**config.mk**
```make
export PLATFORM = sky130hd
export DESIGN_NAME = mult_div
export DESIGN_NICKNAME = d
export VERILOG_FILES = /design/src/rtl/mult_div.sv
export SDC_FILE = /design/constraint.sdc
export NUM_CORES = 1
export LEC_CHECK = 0
export ABC_AREA = 1
export BUFFER_PORTS_ARGS = -buffer_cell sky130_fd_sc_hd__buf_4
export CORE_AREA = 5 5 241 243
export CTS_BUF_LIST = sky130_fd_sc_hd__clkbuf_4 sky130_fd_sc_hd__clkbuf_8
export CTS_CLUSTER_SIZE = 16
export DETAILED_ROUTE_END_ITERATION = 8
export DIE_AREA = 0 0 246 248
export RECOVER_POWER = 50
export SYNTH_ARGS = -nofsm -noshare
export SYNTH_HDL_FRONTEND = slang
export SYNTH_SLANG_ARGS = --single-unit
```
**constraint.sdc**
```tcl
create_clock -name Clk -period 3.2 [get_ports Clk]
set_input_delay 0.32 -clock Clk [delete_from_list [all_inputs] [get_ports Clk]]
set_output_delay 0.32 -clock Clk [all_outputs]
set_load 0.05 [all_outputs]
```
**src/rtl/mult_div.sv**
```systemverilog
// mult_div: multi-cycle signed 32x32 multiplier / divider.
// MULT uses radix-2 Booth on a 64-bit accumulator. DIV uses restoring
// division on operand magnitudes, followed by a one-cycle sign fix-up.
// Sequence is IDLE -> RUN (32 cycles) -> FIX -> DONE, so Done rises in the
// 34th cycle after the Start sampling edge.
// Optional macro MULT_DIV_FAST_ZERO_EN: a MULT with a zero operand skips RUN
// and goes through FIX with a zero accumulator, so Done rises 2 cycles after
// the Start edge.
module mult_div (
   input  logic        Clk,
   input  logic        Reset_N,
   input  logic        Start,
   input  logic        Op,
   input  logic [31:0] Src_A,
   input  logic [31:0] Src_B,
   output logic [31:0] HI,
   output logic [31:0] LO,
   output logic        Busy,
   output logic        Done,
   output logic        Div_Zero
);

   typedef enum logic [1:0] {IDLE, RUN, FIX, DONE} state_t;

   state_t      state;
   logic        op_r;      // latched operation: 0 = MULT, 1 = DIV
   logic [4:0]  count;     // iteration counter, 31 down to 0
   logic [32:0] acc_hi;    // MULT: upper product (sign-extended); DIV: remainder
   logic [31:0] acc_lo;    // MULT: multiplier / lower product; DIV: dividend / quotient
   logic        q_m1;      // Booth bit to the right of the multiplier LSB
   logic [31:0] mcand;     // MULT: multiplicand; DIV: divisor magnitude
   logic        neg_q;     // quotient must be negated
   logic        neg_r;     // remainder must be negated

   logic [32:0] booth_hi;
   logic [32:0] div_shift;
   logic [33:0] div_diff;
   logic [32:0] nxt_hi;
   logic [31:0] nxt_lo;
   logic        nxt_qm1;
   logic [31:0] mag_a;
   logic [31:0] mag_b;
   logic        fast_zero;

   assign mag_a = Src_A[31] ? (32'd0 - Src_A) : Src_A;
   assign mag_b = Src_B[31] ? (32'd0 - Src_B) : Src_B;

`ifdef MULT_DIV_FAST_ZERO_EN
   assign fast_zero = ~Op & ((Src_A == 32'd0) | (Src_B == 32'd0));
`else
   assign fast_zero = 1'b0;
`endif

   // One Booth step or one restoring-division step on the current accumulator.
   always_comb begin
      // NOTE: every signal gets a default before any branch so no path
      // leaves it unassigned; otherwise synthesis infers a latch.
      booth_hi  = acc_hi;
      div_shift = {acc_hi[31:0], acc_lo[31]};
      div_diff  = {1'b0, div_shift} - {2'b00, mcand};
      nxt_hi    = acc_hi;
      nxt_lo    = acc_lo;
      nxt_qm1   = q_m1;
      if (!op_r) begin
         case ({acc_lo[0], q_m1})
            2'b01:   booth_hi = acc_hi + {mcand[31], mcand};
            2'b10:   booth_hi = acc_hi - {mcand[31], mcand};
            default: booth_hi = acc_hi;
         endcase
         nxt_hi  = {booth_hi[32], booth_hi[32:1]};
         nxt_lo  = {booth_hi[0], acc_lo[31:1]};
         nxt_qm1 = acc_lo[0];
      end else if (!div_diff[33]) begin
         nxt_hi = div_diff[32:0];
         nxt_lo = {acc_lo[30:0], 1'b1};
      end else begin
         nxt_hi = div_shift;
         nxt_lo = {acc_lo[30:0], 1'b0};
      end
   end

   // Control FSM, datapath registers and registered outputs.
   always_ff @(posedge Clk or negedge Reset_N) begin
      // NOTE: clocked state uses non-blocking assignments so every register
      // samples pre-edge values; blocking assignments belong in always_comb.
      if (!Reset_N) begin
         state    <= IDLE;
         op_r     <= 1'b0;
         count    <= 5'd0;
         acc_hi   <= 33'd0;
         acc_lo   <= 32'd0;
         q_m1     <= 1'b0;
         mcand    <= 32'd0;
         neg_q    <= 1'b0;
         neg_r    <= 1'b0;
         HI       <= 32'd0;
         LO       <= 32'd0;
         Busy     <= 1'b0;
         Done     <= 1'b0;
         Div_Zero <= 1'b0;
      end else begin
         Done     <= 1'b0;
         Div_Zero <= 1'b0;
         case (state)
            IDLE: begin
               if (Start) begin
                  if (Op && (Src_B == 32'd0)) begin
                     Div_Zero <= 1'b1;
                  end else if (fast_zero) begin
                     op_r   <= 1'b0;
                     count  <= 5'd31;
                     acc_hi <= 33'd0;
                     acc_lo <= 32'd0;
                     Busy   <= 1'b1;
                     state  <= FIX;
                  end else begin
                     op_r   <= Op;
                     count  <= 5'd31;
                     acc_hi <= 33'd0;
                     q_m1   <= 1'b0;
                     Busy   <= 1'b1;
                     state  <= RUN;
                     if (Op) begin
                        acc_lo <= mag_a;
                        mcand  <= mag_b;
                        neg_q  <= Src_A[31] ^ Src_B[31];
                        neg_r  <= Src_A[31];
                     end else begin
                        acc_lo <= Src_B;
                        mcand  <= Src_A;
                     end
                  end
               end
            end
            RUN: begin
               acc_hi <= nxt_hi;
               acc_lo <= nxt_lo;
               q_m1   <= nxt_qm1;
               if (count == 5'd0) begin
                  state <= FIX;
               end else begin
                  count <= count - 5'd1;
               end
            end
            FIX: begin
               if (op_r) begin
                  LO <= neg_q ? (32'd0 - acc_lo) : acc_lo;
                  HI <= neg_r ? (32'd0 - acc_hi[31:0]) : acc_hi[31:0];
               end else begin
                  LO <= acc_lo;
                  HI <= acc_hi[31:0];
               end
               Done  <= 1'b1;
               state <= DONE;
            end
            DONE: begin
               Busy  <= 1'b0;
               state <= IDLE;
            end
            default: state <= IDLE;
         endcase
      end
   end

endmodule
```
==> results of run 1 <==
==> worst reg2reg max path, cell delays in order, from the launching register on <==
cell and delay [ns]:
dfrtp_1 0.42, nor3_2 0.19, nand3_1 0.14, nor3_2 0.20, buf_4 0.18, nand3_4 0.11, o21ai_2 0.20, xor2_2 0.29
ha_4 0.28, nand2_2 0.12, inv_1 0.06, nand2_1 0.06, nand2_1 0.07, a21oi_1 0.16, nand2_2 0.12, nand2_1 0.11
nand2_1 0.07, nand2_2 0.07, nand3_2 0.08, nand2_2 0.11, nand3_4 0.07, nand3_2 0.10, nand2_1 0.05
==> cells in the mapped netlist (all sizes together) <==
library cell,count
a22oi,4
and3,1
a21boi,1
nor2,330
o31ai,5
o22ai,8
nor4,7
inv,284
o21a,4
or2,4
nor3,42
nand2,752
nand3b,21
a41oi,2
a21oi,234
xor2,108
a31oi,28
dfrtp,175
o21bai,11
nand3,175
buf,33
clkinv,3
o2bb2ai,1
o221ai,8
o41ai,1
o211ai,27
a21o,7
and2,2
fa,2
o21ai,263
nand4,41
ha,76
xnor2,12
clkbuf,67
==> per-layer routing <==
| layer | GRT usage | up-vias | share of wire |
|---|---|---|---|
| met5 | 0 | - | 0.00018 |
| met4 | 0.07269 | 2 | 0.029 |
| met3 | 0.04426 | 106 | 0.092 |
| met2 | 0.3443 | 827 | 0.42 |
| met1 | 0.3344 | 9064 | 0.46 |
| li1 | - | 9499 | - |
==> sequential cells by signal (all words and copies together) (netlist names), 2 cells and up <==
register / count
mcand: 32
LO: 32
HI: 32
acc_hi: 33
acc_lo: 32
state: 2
count: 5
==> final timing paths <==
kind / slack, ns / end
setup / recovery: -0.16 / acc_hi[32]
hold / removal: 0.08 / mcand[0]
setup reg to reg: -0.16 / acc_hi[32]
hold reg to reg: 0.49 / HI[30]
max in group asynchronous: 0.36 / LO[5]
min in group asynchronous: 1.05 / mcand[16]
==> cells by family (layout without fill, tap and decap cells) <==
group,Yosys count,in the layout,share of synthesized area
compound gates,604,604,0.1926
xor+xnor,120,120,0.06155
fa+ha+maj,78,78,0.05803
flops,175,175,0.2565
simple gates,1375,1375,0.3413
buf+inv,387,634,0.09006
other cells,0,2,0
==> through the flow <==
stage	cell area, um^2	instances	TNS, ns	hold slack [ns]
after global routing	21100	3743	-15.73	0.05329
after global placement	19930	3700	-3.682	0.4682
after floorplan	17080	2739	0	0.02441
after detailed placement	19930	3700	-4.218	0.4671
after CTS	20870	3739	-0.9665	0.01870
final	21100	3744	-1.665	0.08194
==> timing repair <==
item                                    CTS  global route
endpoints found under the hold margin    86             0
resized for setup                       113            74
endpoints found under the setup margin   23            27
gates cloned                              0             0
pin swaps                                29            34
hold buffers                              1             0
buffers inserted                          6             3
==> area by class of cell <==
cell class | instances | area, um^2 | area share
clock buffers | 19 | 255.2 | 0.01210
multi-input cells | 2177 | 11930 | 0.5656
repair buffers | 315 | 2332 | 0.1105
well taps | 756 | 945.9 | 0.04483
diodes | 2 | 5.005 | 0.0002372
clock inverters | 13 | 168.9 | 0.008006
inverters | 287 | 1077 | 0.05106
flip-flops and latches | 175 | 4380 | 0.2076
==> run metrics, run 1 <==
CTS H-tree lvls=4; # nets final=3,119; antenna viol nets, final=0; syn_area_per_cell=6.234 um^2; final wirelength=71.72 mm; Port Buffers=134; Syn Nets=2,885; Hold Crit Class=in2reg; Total Routing Usage GR=0.2300; Worst path slowest cell=dfrtp_1; first-pass GRT wire length=108.4 mm; crit-path cells=nor3_2, nand3_1, nor3_2, buf_4, nand3_4, o21ai_2, xor2_2, ha_4, nand2_2, inv_1, nand2_1, nand2_1, a21oi_1, nand2_2, nand2_1, nand2_1, nand2_2, nand3_2, nand2_2, nand3_4, nand3_2, nand2_1; CP most frequent cell=nand2_1; clock slew at reported path FFs=0.10 ns; cell chosen for the clock root=clkbuf_8; vias in the first global route=17.88k; Ys Warns=0; Hold Startpoint=Src_A[0]; fin crit share=1.051; Worst Hold Depth=3; largest net degree at the start of global routing=90; DIE HEIGHT=248 um; CTS tree=built; Critical Path Source=mcand[1]; CP Class=reg2reg; CTS Buf Count=17; Initial Utilization=0.3064; Final Critical Period=3.363 ns; Final setup viols=20; DR WL/cell=19.16 um; Skew-Pair Late Insertion Delay=0.58 ns; clock skew=0.01826 ns; Worst path max stage delay=0.42 ns; Top Family by Delay on Critical Path=simple AND/OR/NAND/NOR gates; die area=0.06101 mm^2; Final GP Congestion=1.048; drt via density=5.208; area growth from synthesis to layout=23.57%; clock sinks=175; fin util=0.3786; Tightest Pin Transition=2.510 ns; Hold Fails Final Rpt=0; Setup WS pre-CTS=-0.3505 ns; Vias=19.50k; status=finished with violations; R2R depth=22; Yosys top cell by area=dfrtp_1; share of post-route cells with drive strength above 1=0.1768; commonest non-fill, non-tap cell in the layout=nand2_1; core area=0.05573 mm^2; DR iter-0 viols=2,038; Post-Synthesis Cells=2,739; initial antenna violation count=2; RSZ-0062 raised after global routing=true; Achievable Freq=297.3 MHz; sequential area share after synthesis=0.2565; Worst R2R Start=mcand[1]; failing checks=capacitance limit, slew limit, setup timing; FP Rows=87; Slew HR=-0.6732; crit path max fanout=4; Post-Syn Area=0.01708 mm^2; WP data arrival=3.82 ns; Max Slew Vio Count=120; CP required=3.66 ns; commonest cells after routing, fill and taps aside=713 x nand2_1, 293 x nor2_1, 285 x buf_4, 261 x inv_1, 211 x o21ai_0; Filler cells=6,145; Synth area leaders=dfrtp_1 26%, nand2_1 16%, nor2_1 6.9%; total grt overflow=0; Setup crit start kind=flop; PnR worst setup slack=-0.1634 ns; First-pass DRT Iterations=7; top cell type's share of synthesized area=0.2565; Synth cell types=50; instance count on the critical path=22; post-synthesis register bit count=175; DRC Markers=0; MaxCap Viol Count=2; WP buf/inv=2; Final HPWL DP=57.05 mm; clk buf depth=2; Setup crit end kind=flop; I/O pin cnt=135; Horiz. Die Dim=246 um
Power of run 1 is not shown: default switching activity piles up to over one toggle a cycle in this logic, so the estimate is an artifact.
==> inputs of run 2 (changes only) <==
- CORE_AREA: 5 5 241 243 -> 5 5 191 193
- DIE_AREA: 0 0 246 248 -> 0 0 196 198
- PLACE_DENSITY: default -> 0.71
==> run metrics, run 2 (same netlist as run 1, synthesis figures left out) <==
CP Class=reg2reg; M1 wire length=31.16 mm; CTS tree=built; CP required=3.62 ns; Max Slew Vio Count=99; Slew HR=-0.08575; cell chosen for the clock root=clkbuf_8; hold path endpoint=mcand[5]; Total Routing Usage GR=0.3548; Hold Crit Class=in2reg; Top reg by flops=acc_hi; WL met2=30.33 mm; Final Critical Period=3.262 ns; WP data arrival=3.68 ns; WP buf/inv=3; clock slew at reported path FFs=0.12 ns; Setup crit start kind=flop; DIE HEIGHT=198 um; CTS Buf Count=17; WL met3=7.522 mm; clk buf depth=2; Achievable Freq=306.6 MHz; Worst path max stage delay=0.42 ns; core area=0.03437 mm^2; DR iter-0 viols=2,617; register area=0.004380 mm^2; area growth from synthesis to layout=24.05%; Setup crit end kind=flop; antenna diode count=0; Tightest Pin Transition=1.629 ns; Skew-Pair Late Insertion Delay=0.53 ns; First-pass DRT Iterations=7; Horiz. Die Dim=196 um; Port Buffers=134; drt via density=5.875; I/O pin cnt=135; clock sinks=175; first-pass GRT wire length=108.1 mm; R2R depth=21; largest net degree at the start of global routing=69; Top Family by Delay on Critical Path=simple AND/OR/NAND/NOR gates; Vias=20.32k; status=finished with violations; vias in the first global route=18.79k; final wirelength=71.32 mm; failing checks=capacitance limit, slew limit, setup timing; max FFs per register=33; crit path max fanout=4; die area=0.03881 mm^2; total grt overflow=0; Final GP Congestion=1.026; Final setup viols=4; top sig layer=met5; flop2flop setup slack=-0.06 ns; FP Rows=68; DR WL/cell=20.62 um; Worst R2R Start=mcand[2]; # nets final=3,137; Initial Utilization=0.4968; CP most frequent cell=nand3_2; fin crit share=1.019; crit-path cells=nor3_2, nand3_2, nor3_2, buf_4, nand3_4, inv_4, a31oi_1, xor2_1, ha_4, nand2_4, inv_1, a21oi_2, nand2_1, a21oi_2, nand2_1, nand2_2, nand3_2, nand2_2, nand3_2, nand3_2, nand2_1; MaxCap Viol Count=2; Setup WS pre-CTS=-0.4016 ns; commonest cells after routing, fill and taps aside=687 x nand2_1, 297 x buf_4, 279 x nor2_1, 260 x inv_1, 209 x o21ai_0; Filler cells=3,338; Final HPWL DP=55.73 mm; multi-input logic area=0.01227 mm^2; DRC Markers=0; PnR worst setup slack=-0.06195 ns; commonest non-fill, non-tap cell in the layout=nand2_1; initial antenna violation count=3; share of post-route cells with drive strength above 1=0.1991; Worst Hold Depth=3; Worst path slowest cell=dfrtp_1; Hold Startpoint=Src_A[5]; antenna viol nets, final=0; clock skew=0.02010 ns; FF-to-FF End=acc_hi[31]; Hold Fails Final Rpt=0; CTS H-tree lvls=4; RSZ-0062 raised after global routing=true
## run 2: changes by cell type in the layout (fill, tap and decap cells not counted), sizes merged
cell and change:
clkbuf +3, clkinvlp +1, bufinv -2, inv +1
diode -2, buf +15
## run 2: cell type report
type,instances,area share
clock buffers,19,0.01235
clock inverters,13,0.006498
inverters,287,0.05098
multi-input cells,2177,0.5792
flip-flops and latches,175,0.2068
well taps,455,0.02688
repair buffers,333,0.1173
## run 2: worst max path at each step
stage / depth (start not counted) / to / slack, ns / start
2_1_floorplan: 22 / acc_hi[27] / 0.17 / acc_lo[0]
3_3_place_gp: 21 / acc_hi[28] / -0.33 / mcand[0]
3_5_place_dp: 21 / acc_hi[28] / -0.40 / mcand[0]
4_1_cts: 21 / acc_hi[26] / -0.07 / mcand[0]
5_1_grt: 22 / acc_hi[31] / -0.23 / mcand[2]
6_report: 21 / acc_hi[31] / -0.06 / mcand[2]
## run 2: worst min-delay path, delay by kind of cell
kind	cells	cell delay, ns
AOI/OAI and AO/OA	2	0.16
buffers and inverters	1	0.13
## run 2: metal layers
layer | track usage | up-vias
li1 | - | 9545
met4 | 0.1078 | 6
met2 | 0.5264 | 1148
met3 | 0.07793 | 176
met1 | 0.5179 | 9445
met5 | 0 | -
## run 2: per-stage QoR
step / cell area [um^2] / hold slack [ns] / util / instances / setup TNS (ns)
2_1_floorplan: 17080 / 0.02441 / - / 2739 / 0
3_3_place_gp: 19550 / 0.3393 / 0.5687 / 3397 / -2.308
3_5_place_dp: 19550 / 0.3490 / 0.5687 / 3397 / -2.936
4_1_cts: 20520 / 0.09861 / 0.5969 / 3449 / -0.5281
5_1_grt: 21180 / 0.1429 / 0.6162 / 3459 / -2.509
6_report: 21180 / 0.1225 / 0.6162 / 3459 / -0.1847
## run 2: what timing repair did
| action | in CTS | in global routing |
|---|---|---|
| endpoints found under the setup margin | 21 | 27 |
| setup buffers | 20 | 12 |
| gates cloned | 0 | 0 |
| hold buffers | 1 | 0 |
| resized for setup | 100 | 173 |
| pin swaps | 45 | 76 |
| endpoints found under the hold margin | 66 | 0 |
Power of run 2 is left out for the same reason.
